===== src/rtl/enc_input_scheduler.sv =====
// rtl/enc_input_scheduler.sv - message-granular round-robin scheduler from the varint/raw FIFOs into the encoder core
module enc_input_scheduler #(
  parameter int MAX_BEATS = 256,
  parameter int CNT_W     = 16
) (
  input  logic             clk,
  input  logic             reset,
  input  logic             enable,
  input  logic             v_empty,
  input  logic [31:0]      v_data,
  input  logic             v_last,
  output logic             v_pop,
  input  logic             r_empty,
  input  logic [31:0]      r_data,
  input  logic [3:0]       r_wstrb,
  input  logic             r_last,
  output logic             r_pop,
  output logic             enc_valid,
  input  logic             enc_ready,
  output logic [31:0]      enc_data,
  output logic [3:0]       enc_wstrb,
  output logic             enc_last,
  output logic             enc_src,
  output logic             busy,
  output logic [CNT_W-1:0] v_msg_cnt,
  output logic [CNT_W-1:0] r_msg_cnt,
  output logic             err_overflow
);

  localparam int BW = $clog2(MAX_BEATS + 1);

  localparam logic [2:0] S_IDLE   = 3'b001;
  localparam logic [2:0] S_XFER_V = 3'b010;
  localparam logic [2:0] S_XFER_R = 3'b100;

  logic [2:0]       state_q, state_d;
  logic             rr_raw_q, rr_raw_d;
  logic [BW-1:0]    beat_q, beat_d;
  logic [CNT_W-1:0] v_cnt_q, v_cnt_d;
  logic [CNT_W-1:0] r_cnt_q, r_cnt_d;
  logic             err_q, err_d;

  logic             valid_q;
  logic [31:0]      data_q;
  logic [3:0]       wstrb_q;
  logic             last_q;
  logic             src_q;

  logic             in_v, in_r, out_free, pop;
  logic             w_last, at_max, msg_end;
  logic [31:0]      w_data;
  logic [3:0]       w_wstrb;
  logic [BW-1:0]    beat_inc;

  assign in_v     = (state_q == S_XFER_V);
  assign in_r     = (state_q == S_XFER_R);
  assign out_free = !valid_q || enc_ready;

  // Pops are gated by reset so the FIFOs are never disturbed while the block is held.
  assign v_pop = !reset && in_v && !v_empty && out_free;
  assign r_pop = !reset && in_r && !r_empty && out_free;
  assign pop   = v_pop || r_pop;

  assign w_data   = in_v ? v_data : r_data;
  assign w_wstrb  = in_v ? 4'hF   : r_wstrb;
  assign w_last   = in_v ? v_last : r_last;
  assign beat_inc = beat_q + BW'(1);
  assign at_max   = (beat_inc == BW'(MAX_BEATS));
  assign msg_end  = pop && (w_last || at_max);

  always_comb begin
    state_d  = state_q;
    rr_raw_d = rr_raw_q;
    beat_d   = beat_q;
    v_cnt_d  = v_cnt_q;
    r_cnt_d  = r_cnt_q;
    err_d    = err_q;
    case (state_q)
      S_IDLE: begin
        beat_d = '0;
        // rr_raw_q set means raw owned the last message, so varint wins a tie.
        if (enable) begin
          if (!v_empty && (r_empty || rr_raw_q)) begin
            state_d = S_XFER_V;
          end else if (!r_empty) begin
            state_d = S_XFER_R;
          end
        end
      end
      S_XFER_V, S_XFER_R: begin
        if (msg_end) begin
          state_d  = S_IDLE;
          beat_d   = '0;
          rr_raw_d = in_r;
          if (in_v) v_cnt_d = v_cnt_q + CNT_W'(1);
          else      r_cnt_d = r_cnt_q + CNT_W'(1);
          if (!w_last) err_d = 1'b1;
        end else if (pop) begin
          beat_d = beat_inc;
        end
      end
      default: begin
        state_d = S_IDLE;
        beat_d  = '0;
      end
    endcase
  end

  always_ff @(posedge clk) begin
    if (reset) begin
      state_q  <= S_IDLE;
      rr_raw_q <= 1'b1;
      beat_q   <= '0;
      v_cnt_q  <= '0;
      r_cnt_q  <= '0;
      err_q    <= 1'b0;
    end else begin
      state_q  <= state_d;
      rr_raw_q <= rr_raw_d;
      beat_q   <= beat_d;
      v_cnt_q  <= v_cnt_d;
      r_cnt_q  <= r_cnt_d;
      err_q    <= err_d;
    end
  end

  always_ff @(posedge clk) begin
    if (reset) begin
      valid_q <= 1'b0;
      data_q  <= '0;
      wstrb_q <= '0;
      last_q  <= 1'b0;
      src_q   <= 1'b0;
    end else if (pop) begin
      valid_q <= 1'b1;
      data_q  <= w_data;
      wstrb_q <= w_wstrb;
      last_q  <= w_last || at_max;
      src_q   <= in_r;
    end else if (enc_ready) begin
      valid_q <= 1'b0;
    end
  end

  assign enc_valid    = valid_q;
  assign enc_data     = data_q;
  assign enc_wstrb    = wstrb_q;
  assign enc_last     = last_q;
  assign enc_src      = src_q;
  assign busy         = in_v || in_r;
  assign v_msg_cnt    = v_cnt_q;
  assign r_msg_cnt    = r_cnt_q;
  assign err_overflow = err_q;

endmodule


===== config.mk =====
export PLATFORM = sky130hd
export DESIGN_NAME = enc_input_scheduler
export DESIGN_NICKNAME = d
export VERILOG_FILES = /design/src/rtl/enc_input_scheduler.sv
export SDC_FILE = /design/constraint.sdc
export NUM_CORES = 1
export LEC_CHECK = 0
export CORE_MARGIN = 3
export CORE_UTILIZATION = 48
export DETAILED_ROUTE_END_ITERATION = 16
export PLACE_DENSITY = 0.94
export SLEW_MARGIN = 20
export SYNTH_ARGS = -nofsm -noshare
export SYNTH_HDL_FRONTEND = slang
export SYNTH_SLANG_ARGS = --single-unit

===== constraint.sdc =====
create_clock -name clk -period 4.2 [get_ports clk]
set_clock_uncertainty 0.2 [all_clocks]
set_input_delay 0.63 -clock clk [delete_from_list [all_inputs] [get_ports clk]]
set_output_delay 0.63 -clock clk [all_outputs]
set_load 0.02 [all_outputs]

**After elaboration in Yosys (flattened, before gate mapping)**

Index checks and enable logic that the tools add are counted.

- Word-level logic and storage cells: 59
- Memories kept: 0
- ROM bits: 0
- Memory bits (writable): 0
- Bits in latches: 0
- Input bits: 76
- Flip-flop bits (word level): 85

- Shift operators: 0
- Order comparisons: 0
- Bitwise gates (word level): 3
- Eq/ne operators: 7
- $mul: 0
- Div/mod/pow operators: 0
- Add/subtract/negate cells: 3
- Multiplexer cells: 10
- Reduce and logical (&&, ||, !) cells: 25

Operators by type and width:

| operator | count |
|---|---|
| adder 16 x 1 -> 16 bit, second input constant | 2 |
| two-way mux 32 bit | 1 |
| two-way mux 3 bit | 4 |
| AND reduction 3 bit | 4 |
| adder 9 x 1 -> 9 bit, second input constant | 1 |
| == test 9 bit, second input constant | 1 |
| logical AND 1 bit | 8 |
| case mux 3 bit (2 select lines) | 1 |
| logical OR 1 bit | 5 |
| zero test 1 bit | 4 |
| two-way mux 4 bit | 1 |
| inequality test 2 bit, second input constant | 2 |
| == test 3 x 1 -> 1 bit, second input constant | 1 |
| == test 3 x 2 -> 1 bit, second input constant | 1 |
| == test 3 bit, second input constant | 1 |
| two-way mux 1 bit | 3 |
| inequality test 3 bit, second input constant | 1 |
| NOT 1 bit | 3 |
| OR reduction 3 bit | 1 |
| AND reduction 2 bit | 1 |
| nonzero test 2 bit | 1 |
| OR reduction 2 bit | 1 |

**Longest topological paths before layout**

- Depth after elaboration: 8
- Gate-level depth with buffers: 9
- Gate-level depth less buffers: 7

**Worst setup path after synthesis**

Ideal clock, no wire load.

- Path type: register to register
- Start: reg beat_q[0]
- End: reg r_cnt_q[14] (netlist: r_msg_cnt[14])
- Slack: 1681 ps
- Arrival time: 2248 ps
- Data required time: 3930 ps
- Cell stages (with the launch flop): 8
- Clock period less this slack: 2519 ps
- Cells stage by stage: dfxtp_1 -> ha_1 -> or2_4 -> a2111oi_4 -> o211a_4 -> a31oi_4 -> or4_1 -> a21oi_1

- Word-level cells in the longest chain between the ends: 5

RTL lines:

| element | line | source |
|---|---|---|
| start: declaration | 38 | `logic [BW-1:0] beat_q, beat_d;` |
| start signal: assignment | 120 | `beat_q <= beat_d;` |
| adder 9 x 1 -> 9 bit | 67 | `assign beat_inc = beat_q + BW'(1);` |
| == test 9 bit | 68 | `assign at_max = (beat_inc == BW'(MAX_BEATS));` |
| logical OR 1 bit | 69 | `assign msg_end = pop && (w_last \|\| at_max);` |
| logical AND 1 bit | 69 |  |
| AND reduction 3 bit (no line) | - |  |
| end signal: assignment | 122 | `r_cnt_q <= r_cnt_d;` |
| end: declaration | 40 | `logic [CNT_W-1:0] r_cnt_q, r_cnt_d;` |

Every way passes these cells.
A chain may end at the register's enable or synchronous reset.

**Worst setup path in the final report**

- Start: in r_empty
- End: out r_pop

- Word-level cells in the longest chain between the ends: 3

RTL lines:

| element | line | source |
|---|---|---|
| start: declaration | 13 | `input logic r_empty,` |
| zero test 1 bit | - |  |
| logical AND 1 bit (2 in series) | 61 | `assign r_pop = !reset && in_r && !r_empty && out_free;` |
| end: declaration | 17 | `output logic r_pop,` |

Every way passes these cells.

==> reports/metrics.yaml <==
synthCells: 443
grt_overflow: 0
cap_violations: 0
tightestPinTransition_ns: 0.788
post_cts_resized: 0
total_leakage_power_nw: 1.87
status: "complete, no violations"
worst_skew_pair.late_latency_ns: 0.34
synth_area_sq_mm: 0.00398
hold_ws_ns: 0.287
ys_ff_latch: 85
place_congestion: 0.841
synth_cell_types: 55
numClockSinks: 85
async_flop_share: 0
cts_max_level: 3
grt_pass1_wl_mm: 16.9
cts_setup_buffers: 0
root_buffer: "clkbuf_8"
num-fill-cells: 530
dpl-instance-area_sq_mm: 0.00553
min_path_type: "flip-flop to flip-flop"
synth_ff_type: "dfxtp_1"
finalPower_mw: 1.57
finalMaxSlewViolations: 0
layout-area-overhead-vs-synth_pct: 44.4
worst_slack_ns: 0.776
syn_avg_cell_area_sq_um: 8.98
synth_commonest_cells: "dfxtp_1 (85), nor2_1 (58), mux2i_1 (36)"
num_rows: 32
worstPathRequired_ns: 3.37
vias: 3882
dp_hpwl_mm: 7.82
nets: 662
design_area_sq_mm: 0.00574
pwr_density_cell_mw_per_mm2: 273
dieArea_sq_mm: 0.00942
setup_viol: 0
track_usage: 0.215
ys_seq_area_frac: 0.428
die_x_um: 97.0
cts_tree: "done"
grt_pass1_vias: 3680
period_minus_slack_ns: 3.42
firstDrtPassIters: 4
clockBufferDepth: 2
reg2reg_slack_ns: 1.30
grt_max_degree: 69
core_sq_mm: 0.00789
synth-edff-count: 0
cts_hold_buf: 0
ys_warn_count: 0
fmax_ghz: 0.292
antenna_cells: 0
finalHoldViolations: 0
place_ws_ns: 0.786
worstPathMaxFanout: 8
rsz0062_at_grt: "no"
antenna_found_initial: 0
cts_buffers: 9
drc: 0
critPathKind: "input port to primary output"
wl_per_cell_um: 15.1
synth_top_area_cell: "dfxtp_1"
start_util: 0.504
fp.dieH_um: 97.0
drive_above_1_share: 0.0597
end_kind: "primary output"
clk_pin_slew_ns: 0.09
io_buffers: 150
synth_nets: 523
slew_headroom: 0.472
critPathLaunchType: "input port"
synth.most_common_cell: "dfxtp_1"
ir_drop_mv: 0.130
first_iter_violations: 157
viasPerCell: 5.64
ant_nets: 0
ios: 151
yosysTopAreaCellShare: 0.428
post-route-period-util: 0.815
wl_mm: 10.4
ys_top_cells_by_area: "dfxtp_1 (43%), mux2i_1 (9.1%), a211oi_1 (6.2%), nor2_1 (5.5%), a21oi_1 (3.1%)"
crit_arrival_ns: 2.59
final.setup.tns_ns: 0
[layout by cell type (no fill, tap or decap), drive strengths merged, types with 3 or more instances in the layout]
cell | synthesis | routed
clkdlybuf4s50 | 0 | 149
dfxtp | 85 | 85
nor2 | 58 | 58
mux2i | 36 | 36
a211oi | 33 | 33
a21oi | 25 | 25
nand2 | 20 | 20
nand3 | 18 | 18
inv | 15 | 16
o31ai | 13 | 13
o21ai | 12 | 12
or4 | 11 | 11
clkbuf | 18 | 9
xor2 | 8 | 8
and3 | 7 | 7
nand4 | 7 | 7
buf | 9 | 6
or3 | 5 | 5
o22ai | 5 | 5
o211ai | 4 | 4
and4 | 4 | 4
ha | 4 | 4
clkinv | 1 | 4
xnor2 | 3 | 3
a21o | 3 | 3
nor3b | 3 | 3
or2 | 3 | 3
o211a | 3 | 3
[flip-flops by register name (all words and copies together), names as in the netlist]
| name | cells |
|---|---|
| rr_raw_q | 1 |
| enc_wstrb | 4 |
| enc_data | 32 |
| enc_src | 1 |
| v_msg_cnt | 16 |
| beat_q | 9 |
| err_overflow | 1 |
| enc_valid | 1 |
| enc_last | 1 |
| r_msg_cnt | 16 |
| state_q | 3 |
[power breakdown]
group,switching [mW],internal (mW)
registers,0.00451,0.810
clock network,0.287,0.333
logic,0.0494,0.0831
[per-layer routing]
layer | up-vias | global-route usage | share of wire
li1 | 1928 | - | -
met1 | 1769 | 0.259 | 0.41
met2 | 166 | 0.356 | 0.48
met3 | 19 | 0.0656 | 0.090
met4 | 0 | 0.0896 | 0.023
met5 | - | 0 | 0
[path summary, 6_finish.rpt]
kind,cells past startpoint,to,start
worst max-delay path,5,r_pop,r_empty
worst min-delay path,1,v_msg_cnt[15],v_msg_cnt[15]
worst max register to register,7,state_q[2],beat_q[0]
worst min register to register,1,v_msg_cnt[15],v_msg_cnt[15]
[final cells by class]
| class | count | area [sq um] | area share |
|---|---|---|---|
| multi-input combinational | 315 | 2110 | 0.367 |
| clock inverter | 6 | 87.6 | 0.0152 |
| timing repair buffer | 155 | 1530 | 0.267 |
| clock buffer | 9 | 124 | 0.0216 |
| sequential | 85 | 1700 | 0.296 |
| tap | 102 | 128 | 0.0222 |
| inverter | 16 | 60.1 | 0.0105 |
[critical path: stages]
cell	delay (ns)
clkdlybuf4s50_1	0.45
nor3b_1	0.32
nand3_1	0.29
inv_1	0.25
clkdlybuf4s50_1	0.66
[logic make-up after synthesis]
logic type / share of synthesized area
adder cells (fa/ha/maj): 0.0126
AO/OA/AOI/OAI: 0.216
multiplexers: 0.0934
AND/OR/NAND/NOR: 0.183
buffers and inverters: 0.0434
flip-flops: 0.428
XOR/XNOR: 0.0242
[metrics by stage]
stage / std cells / utilization
final: 688 / 0.728
after floorplan: 443 / -
after CTS: 688 / 0.728
after global routing: 688 / 0.728
after global placement: 673 / 0.701
after detailed placement: 673 / 0.701
(Power assumes the default switching activity.)
==> patch (same flow settings) <==
The parameter `CNT_W` goes from 16 to 32.
--- a/src/rtl/enc_input_scheduler.sv
+++ b/src/rtl/enc_input_scheduler.sv
@@ -1,7 +1,7 @@
 // rtl/enc_input_scheduler.sv - message-granular round-robin scheduler from the varint/raw FIFOs into the encoder core
 module enc_input_scheduler #(
   parameter int MAX_BEATS = 256,
-  parameter int CNT_W     = 16
+  parameter int CNT_W     = 32
 ) (
   input  logic             clk,
   input  logic             reset,
Ports: changed (resized r_msg_cnt and v_msg_cnt); port bits go from 151 to 183. No check against the original RTL was run, so the function may have changed too.
==> patch against the original RTL <==
Design area is 41% higher; area after synthesis grew 42%; total power increased by 66%; sequential cell count increased by 32; synthesized cell count increased by 57%; routed wire length is 55% higher; utilization down 0.40 points; worst setup slack worse by 0.059 ns; first-iteration DRC count grew to 3.0 times the old value; critical path type is now reg2out; critical endpoint unchanged.
==> patch: results (changes against the original RTL) <==
stage,metric,value,unit,change
global_routing,grt_pass1_vias,5339,,+45%
critical_path,worstPathArrival,2.65,ns,+0.06 ns
clocking,cts_resized,0,,unchanged
critical_path,ff2ff_setup_slack,0.81,ns,-0.49 ns
placement,io_buffers,182,,+21%
clocking,path_clk_slew,0.06,ns,-0.03 ns
yosys,yosys-top-cells-area,"dfxtp_1 42%, nand2_1 7.1%, a21oi_1 5.2%",,
critical_path,reg2reg_to,r_msg_cnt[1],,
routing,routedWlPerCell,15.9,microns,+5.3%
global_routing,grt_max_degree,79,,+14%
critical_path,cp_top_family,simple AND/OR/NAND/NOR gates,,
placement,placed_cell_area,7530,sq um,+36%
sta,slew_headroom,0.353,,-0.119
yosys,synth_common_cells,"117 x dfxtp_1, 107 x nand2_1, 62 x nor2_1",,
status,status,finished clean,,
layout,drive_above_1_share,0.0609,,+0.00119
yosys,synth_seq_area_share,0.416,,-0.0121
placement,gp_congestion,0.912,,+8.4%
global_routing,antenna_found_initial,1,,+1
clocking,htree_levels,4,,+1
critical_path,r2r_cells,8,,+1
clocking,clk_latency,0.40,ns,+0.06 ns
routing,via_per_inst,5.92,,+4.9%
power,power.leakage,2.61,nW,+40%
power,peakVddDrop,0.355,mV,+170%
layout,nNetsFinal,937,,+42%
critical_path,cp_max_fo,7,,-1
critical_path,cpPeakStageDelay,0.60,ns,-0.06 ns
yosys,ys_types,57,,+3.6%
layout,n_fill_cell,845,,+59%
routing,firstDrtPassIters,5,,+1
patch: changes by cell type after synthesis, moves of 9 or more:
cell      change
o21ai_0      +19
nand4b_1      +9
dfxtp_1      +32
mux2i_1      -34
nand2_1      +87
or4_1        +10
o31ai_1      +10
or3_1        +15
a211oi_1     -32
nand4_1      +10
a311oi_1     +32
clkbuf_1     +15
a21oi_1      +34
patch: layer usage:
metal / vias to the layer above / GRT usage / routed length [microns]
met4: 0 / 0.0847 / 409
li1: 2913 / - / -
met3: 29 / 0.0862 / 1370
met1: 2801 / 0.295 / 6480
met5: - / 0 / 0
met2: 241 / 0.400 / 7840
patch: how the worst min path moves through the flow:
stage                 start           end  cells past startpoint
5_1_grt        enc_data[12]  enc_data[12]                      2
4_1_cts        enc_data[24]  enc_data[24]                      2
2_1_floorplan      rr_raw_q      rr_raw_q                      2
6_report       enc_wstrb[0]  enc_wstrb[0]                      2
3_5_place_dp   enc_wstrb[0]  enc_wstrb[0]                      2
3_3_place_gp        enc_src       enc_src                      2
patch: kinds of logic after synthesis:
kind of cell / count (synthesis) / share of synthesized area
muxes: 3 / 0.00555
AOI/OAI and AO/OA: 174 / 0.202
buffers and inverters: 55 / 0.0404
adders and majority gates: 4 / 0.00888
xor gates and xnor gates: 13 / 0.0202
and+or+nand+nor: 328 / 0.308
DFF: 117 / 0.416
patch: per-stage QoR:
step                hold WS [ns]  instances  total power [mW]   util  setup WS [ns]
finish                     0.293       1011              2.60  0.724          0.717
global route               0.321       1011              2.67  0.724          0.479
CTS                        0.297       1010              2.62  0.724          0.704
detailed placement         0.288        978              1.27  0.674          0.658
global placement           0.268        978              1.27  0.674          0.721
floorplan                  0.266        694              1.18      -           1.43
patch: tightest hold or removal path: stages, from the launching register on:
cell     delay [ns]
dfxtp_1        0.32
o22ai_1        0.06
nor2_1         0.07
patch: report_power, final:
part | leakage [nW] | switching (mW) | internal (mW)
combinational | 1.40 | 0.0511 | 0.0776
sequential | 0.943 | 0.00467 | 1.11
clock | 0.266 | 0.536 | 0.815
patch: cell type report:
class	count	area share
multi-input cells	522	0.382
inverters	9	0.00417
clock inverters	15	0.0164
well taps	140	0.0216
flip-flops and latches	117	0.289
clock buffers	17	0.0526
diodes	1	0.000309
repair buffers	190	0.234
